===== src/rtl/axi_outstanding_limiter_if.sv =====
// Default AXI payload types and the five-channel bus interface used on both sides of
// axi_outstanding_limiter (master modport drives requests, slave modport drives responses).
typedef struct packed {
   logic [3:0]  id;
   logic [31:0] addr;
   logic [7:0]  len;
} lim_aw_t;

typedef struct packed {
   logic [31:0] data;
   logic [3:0]  strb;
   logic        last;
} lim_w_t;

typedef struct packed {
   logic [3:0] id;
   logic [1:0] resp;
} lim_b_t;

typedef struct packed {
   logic [3:0]  id;
   logic [31:0] addr;
   logic [7:0]  len;
} lim_ar_t;

typedef struct packed {
   logic [3:0]  id;
   logic [31:0] data;
   logic [1:0]  resp;
   logic        last;
} lim_r_t;

interface axi_outstanding_limiter_if #(
   parameter type axi_aw_t = lim_aw_t,
   parameter type axi_w_t  = lim_w_t,
   parameter type axi_b_t  = lim_b_t,
   parameter type axi_ar_t = lim_ar_t,
   parameter type axi_r_t  = lim_r_t
) ();
   axi_aw_t aw;
   logic    awvalid;
   logic    awready;
   axi_w_t  w;
   logic    wvalid;
   logic    wready;
   axi_b_t  b;
   logic    bvalid;
   logic    bready;
   axi_ar_t ar;
   logic    arvalid;
   logic    arready;
   axi_r_t  r;
   logic    rvalid;
   logic    rready;

   modport master (
      output aw, awvalid, input awready,
      output w, wvalid, input wready,
      input b, bvalid, output bready,
      output ar, arvalid, input arready,
      input r, rvalid, output rready
   );

   modport slave (
      input aw, awvalid, output awready,
      input w, wvalid, output wready,
      output b, bvalid, input bready,
      input ar, arvalid, output arready,
      output r, rvalid, input rready
   );
endinterface


===== src/rtl/axi_outstanding_limiter.sv =====
// Caps outstanding AXI writes (AW->B) and reads (AR->R last) with zero added latency,
// plus drain/idle control and sticky underflow error. Optional stats: AXI_LIMITER_STATS_EN.
module axi_outstanding_limiter #(
   parameter type axi_aw_t = lim_aw_t,
   parameter type axi_w_t  = lim_w_t,
   parameter type axi_b_t  = lim_b_t,
   parameter type axi_ar_t = lim_ar_t,
   parameter type axi_r_t  = lim_r_t,
   parameter int  MAX_WR   = 4,
   parameter int  MAX_RD   = 4
) (
   input  logic                       clk,
   input  logic                       rst_n,
   axi_outstanding_limiter_if.slave   i_axi_s,
   axi_outstanding_limiter_if.master  o_axi_m,
   input  logic                       i_drain,
   output logic                       o_idle,
`ifdef AXI_LIMITER_STATS_EN
   output logic [31:0]                o_wr_done,
   output logic [31:0]                o_rd_done,
   output logic [31:0]                o_stall_cycles,
`endif
   output logic                       o_err
);

   localparam int unsigned WR_W = $clog2(MAX_WR + 1);
   localparam int unsigned RD_W = $clog2(MAX_RD + 1);

   axi_aw_t         w_aw;
   axi_w_t          w_w;
   axi_b_t          w_b;
   axi_ar_t         w_ar;
   axi_r_t          w_r;

   logic [WR_W-1:0] r_wr_cnt;
   logic [WR_W-1:0] w_wr_nxt;
   logic [RD_W-1:0] r_rd_cnt;
   logic [RD_W-1:0] w_rd_nxt;
   logic            r_idle;
   logic            r_err;
   logic            w_wr_under;
   logic            w_rd_under;
   logic            w_aw_allow;
   logic            w_ar_allow;
   logic            w_aw_hs;
   logic            w_b_hs;
   logic            w_ar_hs;
   logic            w_r_done;

   // Gating depends only on registered counts and i_drain, so no ready->valid loop exists.
   assign w_aw_allow = (r_wr_cnt < WR_W'(MAX_WR)) & ~i_drain;
   assign w_ar_allow = (r_rd_cnt < RD_W'(MAX_RD)) & ~i_drain;

   assign w_aw                = i_axi_s.aw;
   assign o_axi_m.aw          = w_aw;
   assign o_axi_m.awvalid     = i_axi_s.awvalid & w_aw_allow;
   assign i_axi_s.awready     = o_axi_m.awready & w_aw_allow;

   assign w_w                 = i_axi_s.w;
   assign o_axi_m.w           = w_w;
   assign o_axi_m.wvalid      = i_axi_s.wvalid;
   assign i_axi_s.wready      = o_axi_m.wready;

   assign w_b                 = o_axi_m.b;
   assign i_axi_s.b           = w_b;
   assign i_axi_s.bvalid      = o_axi_m.bvalid;
   assign o_axi_m.bready      = i_axi_s.bready;

   assign w_ar                = i_axi_s.ar;
   assign o_axi_m.ar          = w_ar;
   assign o_axi_m.arvalid     = i_axi_s.arvalid & w_ar_allow;
   assign i_axi_s.arready     = o_axi_m.arready & w_ar_allow;

   assign w_r                 = o_axi_m.r;
   assign i_axi_s.r           = w_r;
   assign i_axi_s.rvalid      = o_axi_m.rvalid;
   assign o_axi_m.rready      = i_axi_s.rready;

   assign w_aw_hs  = i_axi_s.awvalid & o_axi_m.awready & w_aw_allow;
   assign w_b_hs   = o_axi_m.bvalid & i_axi_s.bready;
   assign w_ar_hs  = i_axi_s.arvalid & o_axi_m.arready & w_ar_allow;
   assign w_r_done = o_axi_m.rvalid & i_axi_s.rready & w_r.last;

   // Write count: issue and completion in the same cycle cancel; completion at zero flags underflow.
   always_comb begin
      w_wr_nxt   = r_wr_cnt;
      w_wr_under = 1'b0;
      if (w_aw_hs && !w_b_hs) begin
         w_wr_nxt = r_wr_cnt + WR_W'(1);
      end else if (w_b_hs && !w_aw_hs) begin
         if (r_wr_cnt == '0) begin
            w_wr_under = 1'b1;
         end else begin
            w_wr_nxt = r_wr_cnt - WR_W'(1);
         end
      end
   end

   always_comb begin
      w_rd_nxt   = r_rd_cnt;
      w_rd_under = 1'b0;
      if (w_ar_hs && !w_r_done) begin
         w_rd_nxt = r_rd_cnt + RD_W'(1);
      end else if (w_r_done && !w_ar_hs) begin
         if (r_rd_cnt == '0) begin
            w_rd_under = 1'b1;
         end else begin
            w_rd_nxt = r_rd_cnt - RD_W'(1);
         end
      end
   end

   always_ff @(posedge clk or negedge rst_n) begin
      if (!rst_n) begin
         r_wr_cnt <= '0;
         r_rd_cnt <= '0;
         r_idle   <= 1'b1;
         r_err    <= 1'b0;
      end else begin
         r_wr_cnt <= w_wr_nxt;
         r_rd_cnt <= w_rd_nxt;
         r_idle   <= (w_wr_nxt == '0) && (w_rd_nxt == '0);
         r_err    <= r_err | w_wr_under | w_rd_under;
      end
   end

   assign o_idle = r_idle;
   assign o_err  = r_err;

`ifdef AXI_LIMITER_STATS_EN
   logic [31:0] r_wr_done;
   logic [31:0] r_rd_done;
   logic [31:0] r_stall;
   logic        w_stall;

   // A stall cycle is any cycle where the CPU offers AW or AR but the gate is closed.
   assign w_stall = (i_axi_s.awvalid & ~w_aw_allow) | (i_axi_s.arvalid & ~w_ar_allow);

   always_ff @(posedge clk or negedge rst_n) begin
      if (!rst_n) begin
         r_wr_done <= '0;
         r_rd_done <= '0;
         r_stall   <= '0;
      end else begin
         r_wr_done <= r_wr_done + 32'(w_b_hs);
         r_rd_done <= r_rd_done + 32'(w_r_done);
         if (w_stall && (r_stall != 32'hFFFF_FFFF)) begin
            r_stall <= r_stall + 32'd1;
         end
      end
   end

   assign o_wr_done      = r_wr_done;
   assign o_rd_done      = r_rd_done;
   assign o_stall_cycles = r_stall;
`endif

endmodule

===== src/flat_wrapper.sv =====
// flat-port wrapper written by rule: the top's interface ports become plain ports
module axi_outstanding_limiter_flat 
#(
   parameter type axi_aw_t = lim_aw_t,
   parameter type axi_w_t  = lim_w_t,
   parameter type axi_b_t  = lim_b_t,
   parameter type axi_ar_t = lim_ar_t,
   parameter type axi_r_t  = lim_r_t,
   parameter int  MAX_WR   = 4,
   parameter int  MAX_RD   = 4
)
  (clk, rst_n, i_drain, o_idle, o_err, i_axi_s_aw, i_axi_s_awvalid, i_axi_s_awready, i_axi_s_w, i_axi_s_wvalid, i_axi_s_wready, i_axi_s_b, i_axi_s_bvalid, i_axi_s_bready, i_axi_s_ar, i_axi_s_arvalid, i_axi_s_arready, i_axi_s_r, i_axi_s_rvalid, i_axi_s_rready, o_axi_m_aw, o_axi_m_awvalid, o_axi_m_awready, o_axi_m_w, o_axi_m_wvalid, o_axi_m_wready, o_axi_m_b, o_axi_m_bvalid, o_axi_m_bready, o_axi_m_ar, o_axi_m_arvalid, o_axi_m_arready, o_axi_m_r, o_axi_m_rvalid, o_axi_m_rready);
  axi_outstanding_limiter_if #(.axi_aw_t(axi_aw_t), .axi_w_t(axi_w_t), .axi_b_t(axi_b_t), .axi_ar_t(axi_ar_t), .axi_r_t(axi_r_t)) i_axi_s_i ();
  axi_outstanding_limiter_if #(.axi_aw_t(axi_aw_t), .axi_w_t(axi_w_t), .axi_b_t(axi_b_t), .axi_ar_t(axi_ar_t), .axi_r_t(axi_r_t)) o_axi_m_i ();
  input  logic clk;
  input  logic rst_n;
  input  logic i_drain;
  output logic o_idle;
  output logic o_err;
  input wire logic [$bits(i_axi_s_i.aw)-1:0] i_axi_s_aw;
  input wire logic [$bits(i_axi_s_i.awvalid)-1:0] i_axi_s_awvalid;
  output wire logic [$bits(i_axi_s_i.awready)-1:0] i_axi_s_awready;
  input wire logic [$bits(i_axi_s_i.w)-1:0] i_axi_s_w;
  input wire logic [$bits(i_axi_s_i.wvalid)-1:0] i_axi_s_wvalid;
  output wire logic [$bits(i_axi_s_i.wready)-1:0] i_axi_s_wready;
  output wire logic [$bits(i_axi_s_i.b)-1:0] i_axi_s_b;
  output wire logic [$bits(i_axi_s_i.bvalid)-1:0] i_axi_s_bvalid;
  input wire logic [$bits(i_axi_s_i.bready)-1:0] i_axi_s_bready;
  input wire logic [$bits(i_axi_s_i.ar)-1:0] i_axi_s_ar;
  input wire logic [$bits(i_axi_s_i.arvalid)-1:0] i_axi_s_arvalid;
  output wire logic [$bits(i_axi_s_i.arready)-1:0] i_axi_s_arready;
  output wire logic [$bits(i_axi_s_i.r)-1:0] i_axi_s_r;
  output wire logic [$bits(i_axi_s_i.rvalid)-1:0] i_axi_s_rvalid;
  input wire logic [$bits(i_axi_s_i.rready)-1:0] i_axi_s_rready;
  output wire logic [$bits(o_axi_m_i.aw)-1:0] o_axi_m_aw;
  output wire logic [$bits(o_axi_m_i.awvalid)-1:0] o_axi_m_awvalid;
  input wire logic [$bits(o_axi_m_i.awready)-1:0] o_axi_m_awready;
  output wire logic [$bits(o_axi_m_i.w)-1:0] o_axi_m_w;
  output wire logic [$bits(o_axi_m_i.wvalid)-1:0] o_axi_m_wvalid;
  input wire logic [$bits(o_axi_m_i.wready)-1:0] o_axi_m_wready;
  input wire logic [$bits(o_axi_m_i.b)-1:0] o_axi_m_b;
  input wire logic [$bits(o_axi_m_i.bvalid)-1:0] o_axi_m_bvalid;
  output wire logic [$bits(o_axi_m_i.bready)-1:0] o_axi_m_bready;
  output wire logic [$bits(o_axi_m_i.ar)-1:0] o_axi_m_ar;
  output wire logic [$bits(o_axi_m_i.arvalid)-1:0] o_axi_m_arvalid;
  input wire logic [$bits(o_axi_m_i.arready)-1:0] o_axi_m_arready;
  input wire logic [$bits(o_axi_m_i.r)-1:0] o_axi_m_r;
  input wire logic [$bits(o_axi_m_i.rvalid)-1:0] o_axi_m_rvalid;
  output wire logic [$bits(o_axi_m_i.rready)-1:0] o_axi_m_rready;
  assign i_axi_s_i.aw = i_axi_s_aw;
  assign i_axi_s_i.awvalid = i_axi_s_awvalid;
  assign i_axi_s_awready = i_axi_s_i.awready;
  assign i_axi_s_i.w = i_axi_s_w;
  assign i_axi_s_i.wvalid = i_axi_s_wvalid;
  assign i_axi_s_wready = i_axi_s_i.wready;
  assign i_axi_s_b = i_axi_s_i.b;
  assign i_axi_s_bvalid = i_axi_s_i.bvalid;
  assign i_axi_s_i.bready = i_axi_s_bready;
  assign i_axi_s_i.ar = i_axi_s_ar;
  assign i_axi_s_i.arvalid = i_axi_s_arvalid;
  assign i_axi_s_arready = i_axi_s_i.arready;
  assign i_axi_s_r = i_axi_s_i.r;
  assign i_axi_s_rvalid = i_axi_s_i.rvalid;
  assign i_axi_s_i.rready = i_axi_s_rready;
  assign o_axi_m_aw = o_axi_m_i.aw;
  assign o_axi_m_awvalid = o_axi_m_i.awvalid;
  assign o_axi_m_i.awready = o_axi_m_awready;
  assign o_axi_m_w = o_axi_m_i.w;
  assign o_axi_m_wvalid = o_axi_m_i.wvalid;
  assign o_axi_m_i.wready = o_axi_m_wready;
  assign o_axi_m_i.b = o_axi_m_b;
  assign o_axi_m_i.bvalid = o_axi_m_bvalid;
  assign o_axi_m_bready = o_axi_m_i.bready;
  assign o_axi_m_ar = o_axi_m_i.ar;
  assign o_axi_m_arvalid = o_axi_m_i.arvalid;
  assign o_axi_m_i.arready = o_axi_m_arready;
  assign o_axi_m_i.r = o_axi_m_r;
  assign o_axi_m_i.rvalid = o_axi_m_rvalid;
  assign o_axi_m_rready = o_axi_m_i.rready;
  axi_outstanding_limiter #(.axi_aw_t(axi_aw_t), .axi_w_t(axi_w_t), .axi_b_t(axi_b_t), .axi_ar_t(axi_ar_t), .axi_r_t(axi_r_t), .MAX_WR(MAX_WR), .MAX_RD(MAX_RD)) u_core (.clk(clk), .rst_n(rst_n), .i_axi_s(i_axi_s_i), .o_axi_m(o_axi_m_i), .i_drain(i_drain), .o_idle(o_idle), .o_err(o_err));
endmodule

===== config.mk =====
export PLATFORM = sky130hd
export DESIGN_NAME = axi_outstanding_limiter_flat
export DESIGN_NICKNAME = d
export VERILOG_FILES = /design/src/rtl/axi_outstanding_limiter_if.sv /design/src/rtl/axi_outstanding_limiter.sv /design/src/flat_wrapper.sv
export SDC_FILE = /design/constraint.sdc
export NUM_CORES = 1
export LEC_CHECK = 0
export BUFFER_PORTS_ARGS = -buffer_cell sky130_fd_sc_hd__buf_4
export CORE_AREA = 4 4 139 141
export CTS_CLUSTER_SIZE = 30
export DETAILED_ROUTE_END_ITERATION = 16
export DIE_AREA = 0 0 143 145
export SYNTH_ARGS = -nofsm -noshare
export SYNTH_HDL_FRONTEND = slang
export SYNTH_SLANG_ARGS = --single-unit

===== constraint.sdc =====
create_clock -name clk -period 1.7 [get_ports clk]
set_input_delay 0.34 -clock clk [delete_from_list [all_inputs] [get_ports clk]]
set_output_delay 0.34 -clock clk [all_outputs]
set_load 0.1 [all_outputs]

Word level (Yosys, flattened, before mapping)
Index checks and enable logic that the tools add are counted.
{"block": "totals", "reg_bits": 8, "in_bits": 183, "out_inout_bits": 182, "wordCells": 51}
{"block": "classes", "add_sub_neg": 4, "order_cmp": 2, "mux": 12, "bitwise_logic": 16, "n_reduce_logical": 13}
{"cell": "$mux W3", "n": 6}
{"cell": "$and A1 B1 Y1", "n": 13}
{"cell": "$logic_not A3 Y1", "n": 4}
{"cell": "$add A3 B1 Y3 const B", "n": 2}
{"cell": "$lt A3 B3 Y1 const B", "n": 2}
{"cell": "$mux W1", "n": 6}
{"cell": "$sub A3 B1 Y3 const B", "n": 2}
{"cell": "$logic_and A1 B1 Y1", "n": 5}
{"cell": "$logic_not A1 Y1", "n": 4}
{"cell": "$or A1 B1 Y1", "n": 2}
{"cell": "$not A1 Y1", "n": 1}

Logic depth before layout (Yosys ltp)
Gate-level depths: netlist of the first run.
{"block": "depth", "word_depth": 9, "depth_mapped": 7, "mapped_depth_nobuf": 7}

Least setup slack after synthesis of the first run
No wires, ideal clock.
{"block": "synth_path", "path_type": "register to register", "from": "register u_core.r_wr_cnt[2]", "to": "register u_core.r_idle, in the netlist u_core.o_idle", "setup_time_ns": 0.090, "arrival_ns": 3.603, "t_required_ns": 1.610, "setup_slack_ns": -1.993, "path_stages_with_launch": 6, "n_path_buf": 0, "synth_period_minus_slack_ns": 3.693, "cell_sequence": "dfrtp_1 > nor3b_1 > nand3_1 > mux2i_1 > a31oi_1 > nor4_2"}
{"block": "synth_between", "elab_chain_cells": 9, "elab_cells_between_ends": 14, "classes_between": "add/sub (2); order compare (1); mux (3); bitwise (2); reduce/logical (6)"}
{"item": "start: declaration", "line": "axi_outstanding_limiter.sv:35", "rtl": "logic [WR_W-1:0] r_wr_cnt;"}
{"item": "start signal: assignment", "line": "axi_outstanding_limiter.sv:120", "rtl": "r_wr_cnt <= w_wr_nxt;"}
{"item": "$lt A3 B3 Y1", "line": "axi_outstanding_limiter.sv:51", "rtl": "assign w_aw_allow = (r_wr_cnt < WR_W'(MAX_WR)) & ~i_drain;"}
{"item": "$and A1 B1 Y1", "line": "axi_outstanding_limiter.sv:51"}
{"item": "$and A1 B1 Y1", "line": "axi_outstanding_limiter.sv:79", "rtl": "assign w_aw_hs = i_axi_s.awvalid & o_axi_m.awready & w_aw_allow;"}
{"item": "$logic_not A1 Y1", "line": "axi_outstanding_limiter.sv:90", "rtl": "end else if (w_b_hs && !w_aw_hs) begin"}
{"item": "$logic_and A1 B1 Y1", "line": "axi_outstanding_limiter.sv:90"}
{"item": "$mux W3", "line": "axi_outstanding_limiter.sv:90"}
{"item": "$mux W3 (*)", "line": "axi_outstanding_limiter.sv:88", "rtl": "if (w_aw_hs && !w_b_hs) begin"}
{"item": "via u_core.w_wr_nxt[1]", "line": "axi_outstanding_limiter.sv:36", "rtl": "logic [WR_W-1:0] w_wr_nxt;"}
{"item": "$logic_not A3 Y1 (*)", "line": "axi_outstanding_limiter.sv:122", "rtl": "r_idle <= (w_wr_nxt == '0) && (w_rd_nxt == '0);"}
{"item": "$logic_and A1 B1 Y1 (*)", "line": "axi_outstanding_limiter.sv:122"}
{"item": "end signal: assignment", "line": "axi_outstanding_limiter.sv:122"}
{"item": "end: declaration", "line": "axi_outstanding_limiter.sv:39", "rtl": "logic r_idle;"}
Mark *: on every way through the listed nets, which the timed path passes. The rest lies on a longest branch.

Final worst setup path of the first run
{"block": "layout_path", "from": "register u_core.r_rd_cnt[2]", "to": "register u_core.r_idle, in the netlist u_core.o_idle"}
{"block": "layout_between", "elab_chain_cells": 9, "elab_cells_between_ends": 14, "classes_between": "add/sub (2); order compare (1); mux (3); bitwise (2); reduce/logical (6)"}
{"item": "start: declaration", "line": "axi_outstanding_limiter.sv:37", "rtl": "logic [RD_W-1:0] r_rd_cnt;"}
{"item": "start signal: assignment", "line": "axi_outstanding_limiter.sv:121", "rtl": "r_rd_cnt <= w_rd_nxt;"}
{"item": "$lt A3 B3 Y1", "line": "axi_outstanding_limiter.sv:52", "rtl": "assign w_ar_allow = (r_rd_cnt < RD_W'(MAX_RD)) & ~i_drain;"}
{"item": "$and A1 B1 Y1", "line": "axi_outstanding_limiter.sv:52"}
{"item": "$and A1 B1 Y1", "line": "axi_outstanding_limiter.sv:81", "rtl": "assign w_ar_hs = i_axi_s.arvalid & o_axi_m.arready & w_ar_allow;"}
{"item": "$logic_not A1 Y1", "line": "axi_outstanding_limiter.sv:104", "rtl": "end else if (w_r_done && !w_ar_hs) begin"}
{"item": "$logic_and A1 B1 Y1", "line": "axi_outstanding_limiter.sv:104"}
{"item": "$mux W3", "line": "axi_outstanding_limiter.sv:104"}
{"item": "$mux W3 (*)", "line": "axi_outstanding_limiter.sv:102", "rtl": "if (w_ar_hs && !w_r_done) begin"}
{"item": "via u_core.w_rd_nxt[2]", "line": "axi_outstanding_limiter.sv:38", "rtl": "logic [RD_W-1:0] w_rd_nxt;"}
{"item": "$logic_not A3 Y1 (*)", "line": "axi_outstanding_limiter.sv:122"}
{"item": "$logic_and A1 B1 Y1 (*)", "line": "axi_outstanding_limiter.sv:122"}
Marked as above.

==> flow_metrics.py, run 1 <==
metrics = {
    "global_route": {
        "grt_pass1_vias": 990,
        "initial_antenna_violation_count": 0,
        "overflow": 0,
        "largest_net_degree_at_the_start_of_global_routing": 9,
        "grt_util_all_layers": 0.0497,
        "grt_pass1_wl_mm": 6.97,
    },
    "setup_path": {
        "crit_path_buffers_inverters": 0,
        "critical_path.max_fanout": 4,
        "crit_path_cell_trace": "nor4bb_4 -> nor2_2 -> a221o_1 -> a211o_1 -> nor4_2",
        "criticalPathCategory": "flip-flop to flip-flop",
        "path_delay_family": "simple AND/OR/NAND/NOR gates",
        "critical_path.startpoint": "u_core.r_rd_cnt[2]",
        "critical-path-slowest-cell": "sky130_fd_sc_hd__dfrtp_2",
        "worst-endpoint-required_ns": 1.84,
        "worst_r2r_startpoint": "u_core.r_rd_cnt[2]",
        "worst_setup_path_start_kind": "flip-flop",
        "critical_path.max_stage_delay_ns": 0.42,
        "arrival_time_at_the_worst_endpoint_ns": 1.80,
        "critical_path.endpoint_type": "flip-flop",
    },
    "floorplan": {
        "floorplan.core_area_sq_mm": 0.0180,
        "fp.dieArea_sq_mm": 0.0207,
        "die_span_y_um": 145,
        "pin_count": 365,
        "start_util": 0.107,
        "rows": 49,
        "die_w_um": 143,
    },
    "sta": {
        "final_hold_vio_count": 0,
        "fin_setup_tns_ns": 0,
        "pin_slew_with_the_least_headroom_to_its_limit_ns": 0.326,
        "finalCritPeriodShare": 0.977,
        "fmax_mhz": 602,
        "layout_min_cycle_time_ns": 1.66,
        "fin_worst_skew_ns": 0.00308,
        "pins_over_their_slew_limit": 0,
        "finalSetupViolations": 0,
        "rsz0062_at_grt": "yes",
        "relative_slew_slack": 0.782,
    },
    "yosys": {
        "synth_warnings": 0,
        "number_of_instances_in_the_synthesized_netlist": 234,
        "synthArstFlopShare": 1.00,
        "synth.ff_latch_count": 8,
        "seq_area_frac_synth": 0.105,
        "synthDistinctLibCells": 30,
        "synth-edff-count": 0,
        "post_syn_area_per_cell_sq_um": 8.19,
        "mappedNetlistArea_sq_mm": 0.00192,
        "ys.flop_type": "sky130_fd_sc_hd__dfrtp_1",
        "synthesis.nets": 423,
    },
    "run_status": {
        "outcome": "finished, final reports clean",
    },
    "detailed_routing": {
        "route.detailed.drc": 0,
        "final_antenna_net_count": 0,
        "routed-via-count": 847,
        "drt_iter0_drc": 38,
        "drt-total-wl_mm": 5.43,
        "drtPass1Iterations": 2,
        "wl_per_cell_um": 17.0,
        "detail_route.vias_per_cell": 2.65,
    },
    "place": {
        "instance_area_at_placement_sq_mm": 0.00114,
        "portBuffers": 22,
        "place.detailed.hpwl_mm": 4.64,
        "gp_routability_congestion": 0.624,
    },
    "min_path": {
        "origin_of_the_worst_min_delay_path": "i_axi_s_arvalid",
        "hp-class": "input pin to flip-flop",
    },
    "power": {
        "cellPowerDensity_mw_per_mm2": 1370,
        "leakagePower_nw": 0.454,
        "max-vdd-ir-drop_mv": 0.349,
    },
    "layout": {
        "fin_nets": 281,
        "antenna_diode_count": 0,
        "layout_commonest_cell": "sky130_fd_sc_hd__buf_4",
        "layout.cells.most_common_list": "27 x sky130_fd_sc_hd__buf_4, 6 x sky130_fd_sc_hd__ha_1, 6 x sky130_fd_sc_hd__dfrtp_1, 4 x sky130_fd_sc_hd__inv_1, 4 x sky130_fd_sc_hd__nand2_1",
        "layout-drive-gt1-share": 0.505,
        "final_design_area_no_fill_sq_mm": 0.00123,
        "area_delta_synth_final_pct": -35.8,
        "finalCoreUtilization": 0.0685,
    },
    "clock_network": {
        "cts_buffers": 3,
        "cts_htree_levels": 1,
        "cts.clk_slew.worst_paths_ns": 0.04,
        "worst_skew_pair.late_latency_ns": 0.23,
        "clock_sink_count": 8,
        "clockBufferDepth": 2,
        "ctsRootBufferMaster": "sky130_fd_sc_hd__clkbuf_16",
        "cts_tree": "done",
    },
    "flow_run": {
        "drv_cap": 0,
    },
}
==> cell type report <==
type	count	area [sq um]
fillers	2090	16700
repair buffers	29	224
well taps	229	287
flip-flops and latches	8	203
inverters	4	15.0
clock buffers	4	78.8
multi-input cells	46	423
==> final timing paths <==
kind,endpoint,slack (ns),depth (start not counted)
setup reg to reg,u_core.o_idle,0.04,5
max in group asynchronous,u_core.o_idle,0.97,2
hold reg to reg,u_core.o_err,0.56,2
setup / recovery,u_core.o_idle,0.04,5
min in group asynchronous,u_core.r_wr_cnt[1],0.52,2
hold / removal,u_core.r_rd_cnt[1],0.45,3
==> sequential cells by signal, indices dropped and copies added (netlist names) <==
name / cells
u_core.o_err: 1
u_core.o_idle: 1
u_core.r_rd_cnt: 3
u_core.r_wr_cnt: 3
==> cells in the mapped netlist, types with 2 or more instances <==
library cell,n,area (sq um)
sky130_fd_sc_hd__a21oi_1,3,15.0
sky130_fd_sc_hd__buf_4,176,1320
sky130_fd_sc_hd__dfrtp_1,7,175
sky130_fd_sc_hd__ha_1,6,75.1
sky130_fd_sc_hd__inv_1,4,15.0
sky130_fd_sc_hd__mux2i_1,2,20.0
sky130_fd_sc_hd__nand2_1,4,15.0
sky130_fd_sc_hd__nand2b_1,2,12.5
sky130_fd_sc_hd__nand3_1,4,20.0
sky130_fd_sc_hd__nor3b_1,5,37.5
sky130_fd_sc_hd__xnor2_1,2,17.5
==> kinds of logic after synthesis <==
kind of cell	synth area share
AO/OA/AOI/OAI	0.0411
XOR/XNOR	0.00914
adder cells (fa/ha/maj)	0.0392
buffers and inverters	0.697
flip-flops	0.105
multiplexers	0.0104
AND/OR/NAND/NOR	0.0979
==> timing repair <==
action	4_1_cts	5_1_grt
setup endpoints to repair	1	2
resized for setup	0	1
hold buffers	1	0
pin swaps	2	1
setup buffers	0	0
endpoints found under the hold margin	7	0
==> where the power goes <==
group	switching, mW	leakage [nW]	internal [mW]
logic	0.594	0.328	0.334
registers	0.0786	0.0884	0.284
clock network	0.0846	0.0382	0.312
total	0.758	0.454	0.929
==> per-stage QoR <==
| stage | std cells | hold WS, ns | worst slack (ns) | total power [mW] |
|---|---|---|---|---|
| CTS | 320 | 0.438 | 0.00369 | 1.71 |
| global route | 320 | 0.453 | -0.114 | 1.79 |
| global placement | 315 | 0.162 | -0.115 | 1.26 |
| finish | 320 | 0.447 | 0.0386 | 1.69 |
| floorplan | 234 | 0.0444 | -0.296 | 2.92 |
| detailed placement | 315 | 0.164 | -0.184 | 1.29 |
==> worst register-to-register path, stage by stage (launching register included) <==
cell                       delay [ns]
sky130_fd_sc_hd__dfrtp_2         0.42
sky130_fd_sc_hd__nor4bb_4        0.37
sky130_fd_sc_hd__nor2_2          0.07
sky130_fd_sc_hd__a221o_1         0.33
sky130_fd_sc_hd__a211o_1         0.24
sky130_fd_sc_hd__nor4_2          0.14
==> layer usage <==
layer	part of all wire	track usage
met2	0.37	0.0594
met5	0	0
met1	0.23	0.0321
met3	0.23	0.0444
met4	0.17	0.0894
Power figures use the tool's default switching activity.
==> run 2, diff against run 1 <==
Settings changed: CORE_AREA 4 4 139 141 to 4 4 138 140, DIE_AREA 0 0 143 145 to 0 0 142 144.
Clock period 1.7 ns to 2 ns, I/O delays scaled along.
==> flow_metrics.py, run 2 (synthesized netlist as in run 1, its figures left out) <==
metrics = {
    "layout": {
        "layout_commonest_cell": "sky130_fd_sc_hd__buf_4",
        "layout.cells.most_common_list": "22 x sky130_fd_sc_hd__buf_4, 7 x sky130_fd_sc_hd__dfrtp_1, 6 x sky130_fd_sc_hd__ha_1, 4 x sky130_fd_sc_hd__inv_1, 4 x sky130_fd_sc_hd__nand2_1",
        "n_fill_cell": 2053,
        "layout-drive-gt1-share": 0.459,
        "area_delta_synth_final_pct": -38.4,
        "registers_with_the_most_flip_flops": "u_core.r_rd_cnt (3), u_core.r_wr_cnt (3)",
        "final_design_area_no_fill_sq_mm": 0.00118,
        "antenna_diode_count": 0,
        "finalCoreUtilization": 0.0661,
        "post_layout_nonfiller_instances": 314,
        "fin_nets": 275,
    },
    "floorplan": {
        "floorplan.core_area_sq_mm": 0.0178,
        "rows": 49,
        "fp.dieArea_sq_mm": 0.0204,
        "die_span_y_um": 144,
        "start_util": 0.107,
        "pin_count": 365,
        "die_w_um": 142,
    },
    "sta": {
        "finalSetupViolations": 0,
        "pins_over_their_slew_limit": 0,
        "rsz0062_at_grt": "no",
        "relative_slew_slack": 0.754,
        "fin_worst_skew_ns": 0.00323,
        "worst_hold_slack_ns": 0.515,
        "fmax_mhz": 569,
        "final_hold_vio_count": 0,
        "layout_min_cycle_time_ns": 1.76,
        "pin_slew_with_the_least_headroom_to_its_limit_ns": 0.368,
        "finalCritPeriodShare": 0.878,
    },
    "place": {
        "place_inst": 309,
        "portBuffers": 22,
        "instance_area_at_placement_sq_mm": 0.00109,
        "gp_routability_congestion": 0.599,
        "place.detailed.hpwl_mm": 4.29,
    },
    "power": {
        "cellInternalPower_uw": 746,
        "net-switching-power_uw": 648,
        "power.sequential.fraction": 0.246,
        "max-vdd-ir-drop_mv": 0.219,
        "cellPowerDensity_mw_per_mm2": 1180,
        "power.share.clock": 0.244,
        "leakagePower_nw": 0.426,
        "power.combinational.fraction": 0.511,
        "power.share.switching": 0.465,
    },
    "clock_network": {
        "cts_tree": "done",
        "worst_skew_pair.late_latency_ns": 0.23,
        "cts_htree_levels": 1,
        "cts.clk_slew.worst_paths_ns": 0.04,
        "ctsRootBufferMaster": "sky130_fd_sc_hd__clkbuf_16",
        "cts_buffers": 3,
        "clockBufferDepth": 2,
        "clock_sink_count": 8,
        "cts_setup_buffers": 0,
    },
    "setup_path": {
        "worst_setup_path_start_kind": "flip-flop",
        "worst-endpoint-required_ns": 2.14,
        "r2r_slack_ns": 0.24,
        "criticalPathCategory": "flip-flop to flip-flop",
        "worstRegToRegCells": 5,
        "critical_path.endpoint_type": "flip-flop",
        "arrival_time_at_the_worst_endpoint_ns": 1.90,
        "critical_path.max_fanout": 6,
    },
    "detailed_routing": {
        "detail_route.vias_per_cell": 2.61,
        "drt_iter0_drc": 36,
        "drt-total-wl_mm": 5.07,
        "final_antenna_net_count": 0,
        "drtPass1Iterations": 4,
        "routed-via-count": 821,
        "wl_per_cell_um": 16.1,
        "route.detailed.drc": 0,
    },
    "flow_run": {
        "drv_cap": 0,
    },
    "global_route": {
        "grt_util_all_layers": 0.0464,
        "grt_pass1_wl_mm": 6.59,
        "initial_antenna_violation_count": 0,
        "overflow": 0,
        "grt_pass1_vias": 961,
        "largest_net_degree_at_the_start_of_global_routing": 9,
    },
    "min_path": {
        "worstHoldPathCells": 3,
        "hp-class": "input pin to flip-flop",
    },
    "run_status": {
        "outcome": "finished, final reports clean",
    },
}
==> run 2: timing repair <==
item | CTS | global route
hold endpoints to repair | 7 | 0
gates resized for setup | 0 | 0
hold buffers | 1 | 0
==> run 2: power by group through the flow <==
| stage | logic, mW | registers [mW] | clock network, mW |
|---|---|---|---|
| 2_1_floorplan | 2.07 | 0.405 | 0 |
| 4_1_cts | 0.719 | 0.339 | 0.344 |
| 3_3_place_gp | 0.690 | 0.333 | 0 |
| 5_1_grt | 0.787 | 0.356 | 0.355 |
| 3_5_place_dp | 0.714 | 0.338 | 0 |
| 6_report | 0.712 | 0.343 | 0.340 |
==> run 2: cell type report <==
| cell class | count | area (sq um) | area share |
|---|---|---|---|
| Multi-Input combinational cell | 46 | 423 | 0.358 |
| Inverter | 4 | 15.0 | 0.0127 |
| Tap cell | 229 | 287 | 0.243 |
| Clock buffer | 4 | 78.8 | 0.0668 |
| Timing Repair Buffer | 23 | 175 | 0.148 |
| Sequential cell | 8 | 201 | 0.171 |
==> run 2: worst paths after layout <==
| kind | start | endpoint |
|---|---|---|
| setup / recovery | u_core.r_rd_cnt[2] | u_core.o_idle |
| hold / removal | i_axi_s_arvalid | u_core.r_rd_cnt[1] |
| setup reg to reg | u_core.r_rd_cnt[2] | u_core.o_idle |
| hold reg to reg | u_core.o_err | u_core.o_err |
| max in group asynchronous | rst_n | u_core.o_idle |
| min in group asynchronous | rst_n | u_core.r_wr_cnt[2] |
==> run 2: worst max-delay path, stage by stage, from the launching register on <==
cell and delay (ns):
sky130_fd_sc_hd__dfrtp_1 0.49, sky130_fd_sc_hd__nor4bb_4 0.40, sky130_fd_sc_hd__nor2_2 0.06, sky130_fd_sc_hd__a221o_1 0.33
sky130_fd_sc_hd__a211o_1 0.24, sky130_fd_sc_hd__nor4_2 0.13
==> run 2: per-layer routing <==
layer,track usage,wire length [um],vias to the layer above
met5,0,0,-
met4,0.0798,886,0
met3,0.0456,1200,92
met2,0.0524,1760,154
met1,0.0327,1220,308
li1,-,-,267
==> run 2: stage by stage <==
step	worst slack [ns]	power [mW]	setup TNS [ns]
final	0.244	1.39	0
after global routing	0.0729	1.50	0
after CTS	0.254	1.40	0
after detailed placement	0.198	1.05	0
after global placement	0.221	1.02	0
after floorplan	-0.0810	2.48	-0.137
==> run 3, diff against run 2 <==
Clock period 2 ns to 2.2 ns, I/O delays scaled along.
==> flow_metrics.py, run 3 (synthesized netlist as in run 1, its figures left out) <==
metrics = {
    "detailed_routing": {
        "detail_route.vias_per_cell": 2.61,
        "drt-total-wl_mm": 5.08,
        "route.detailed.drc": 0,
        "routed-via-count": 818,
        "drt_iter0_drc": 25,
        "final_antenna_net_count": 0,
        "wl_per_cell_um": 16.2,
        "drtPass1Iterations": 2,
    },
    "place": {
        "gp_routability_congestion": 0.708,
        "place_inst": 309,
        "portBuffers": 22,
        "preCtsSetupSlack_ns": 0.337,
        "place.detailed.hpwl_mm": 4.30,
        "instance_area_at_placement_sq_mm": 0.00107,
    },
    "power": {
        "max-vdd-ir-drop_mv": 0.355,
        "leakagePower_nw": 0.416,
        "tot_pwr_mw": 1.24,
        "cellPowerDensity_mw_per_mm2": 1080,
    },
    "sta": {
        "fmax_mhz": 584,
        "finalSetupViolations": 0,
        "relative_slew_slack": 0.790,
        "layout_min_cycle_time_ns": 1.71,
        "fin_setup_tns_ns": 0,
        "worst_slack_ns": 0.487,
        "worst_hold_slack_ns": 0.0127,
        "fin_worst_skew_ns": 0.00361,
        "finalCritPeriodShare": 0.779,
        "pin_slew_with_the_least_headroom_to_its_limit_ns": 0.315,
        "pins_over_their_slew_limit": 0,
        "final_hold_vio_count": 0,
        "rsz0062_at_grt": "no",
    },
    "clock_network": {
        "cts_tree": "done",
        "cts-hold-fix-buffers": 0,
        "clock_sink_count": 8,
        "clockBufferDepth": 2,
        "cts_setup_buffers": 0,
        "cts_htree_levels": 1,
        "ctsRootBufferMaster": "sky130_fd_sc_hd__clkbuf_16",
        "cts-resized-gates": 0,
        "cts_buffers": 3,
        "worst_skew_pair.late_latency_ns": 0.24,
        "cts.clk_slew.worst_paths_ns": 0.04,
    },
    "floorplan": {
        "pin_count": 365,
        "die_span_y_um": 144,
        "fp.dieArea_sq_mm": 0.0204,
        "start_util": 0.107,
        "die_w_um": 142,
        "floorplan.core_area_sq_mm": 0.0178,
        "rows": 49,
    },
    "layout": {
        "post_layout_nonfiller_instances": 313,
        "area_delta_synth_final_pct": -39.9,
        "layout.cells.most_common_list": "22 x sky130_fd_sc_hd__buf_4, 7 x sky130_fd_sc_hd__dfrtp_1, 6 x sky130_fd_sc_hd__ha_1",
        "fin_nets": 274,
        "layout-drive-gt1-share": 0.452,
        "final_design_area_no_fill_sq_mm": 0.00115,
        "registers_with_the_most_flip_flops": "u_core.r_rd_cnt (3), u_core.r_wr_cnt (3)",
        "layout_commonest_cell": "sky130_fd_sc_hd__buf_4",
        "finalCoreUtilization": 0.0646,
        "antenna_diode_count": 0,
    },
    "run_status": {
        "outcome": "finished, final reports clean",
    },
    "setup_path": {
        "criticalPathCategory": "flip-flop to flip-flop",
        "worst_setup_path_start_kind": "flip-flop",
        "critical_path.max_fanout": 6,
        "arrival_time_at_the_worst_endpoint_ns": 1.86,
        "critical_path.endpoint_type": "flip-flop",
        "worst-endpoint-required_ns": 2.34,
    },
    "min_path": {
        "hp-class": "input pin to async pin",
    },
    "global_route": {
        "grt_util_all_layers": 0.0472,
        "largest_net_degree_at_the_start_of_global_routing": 9,
        "initial_antenna_violation_count": 1,
        "overflow": 0,
        "grt_pass1_wl_mm": 6.58,
        "grt_pass1_vias": 928,
    },
    "flow_run": {
        "drv_cap": 0,
    },
}
-- run 3: cell count changes in the layout (fill, tap and decap cells not counted), sizes merged --
cell         before  now
dlygate4sd3       1    0
-- run 3: layer usage --
layer / vias up / wire [um] / global-route usage
met3: 106 / 1300 / 0.0486
li1: 266 / - / -
met2: 148 / 1700 / 0.0512
met5: - / 13 / 0
met1: 296 / 1160 / 0.0301
met4: 2 / 909 / 0.0899
-- run 3: final cells by class --
type / instances / area, sq um
Inverter: 4 / 15.0
Clock buffer: 4 / 78.8
Fill cell: 2071 / 16700
Timing Repair Buffer: 22 / 165
Sequential cell: 8 / 201
Multi-Input combinational cell: 46 / 405
Tap cell: 229 / 287
-- run 3: final timing paths --
check	from	to	slack (ns)	cells after the start
setup / recovery	u_core.r_rd_cnt[2]	u_core.o_idle	0.49	5
hold / removal	rst_n	u_core.r_wr_cnt[1]	0.01	1
setup reg to reg	u_core.r_rd_cnt[2]	u_core.o_idle	0.49	5
hold reg to reg	u_core.o_err	u_core.o_err	0.53	2
max in group asynchronous	rst_n	u_core.o_idle	1.98	1
min in group clk	i_axi_s_arvalid	u_core.r_rd_cnt[1]	0.52	3
-- run 3: worst max-delay path: stages, from the launching register on --
cell and delay [ns]:
sky130_fd_sc_hd__dfrtp_1 0.46, sky130_fd_sc_hd__nor4bb_4 0.39, sky130_fd_sc_hd__nor2_2 0.07, sky130_fd_sc_hd__a221o_1 0.32
sky130_fd_sc_hd__a211o_1 0.24, sky130_fd_sc_hd__nor4_2 0.14
-- run 3: report_power, final --
part           leakage, nW  switching [mW]  total (mW)  internal (mW)
combinational        0.289           0.411       0.623          0.212
sequential          0.0896          0.0800       0.297          0.217
clock               0.0382          0.0770       0.319          0.242
total                0.416           0.568        1.24          0.671
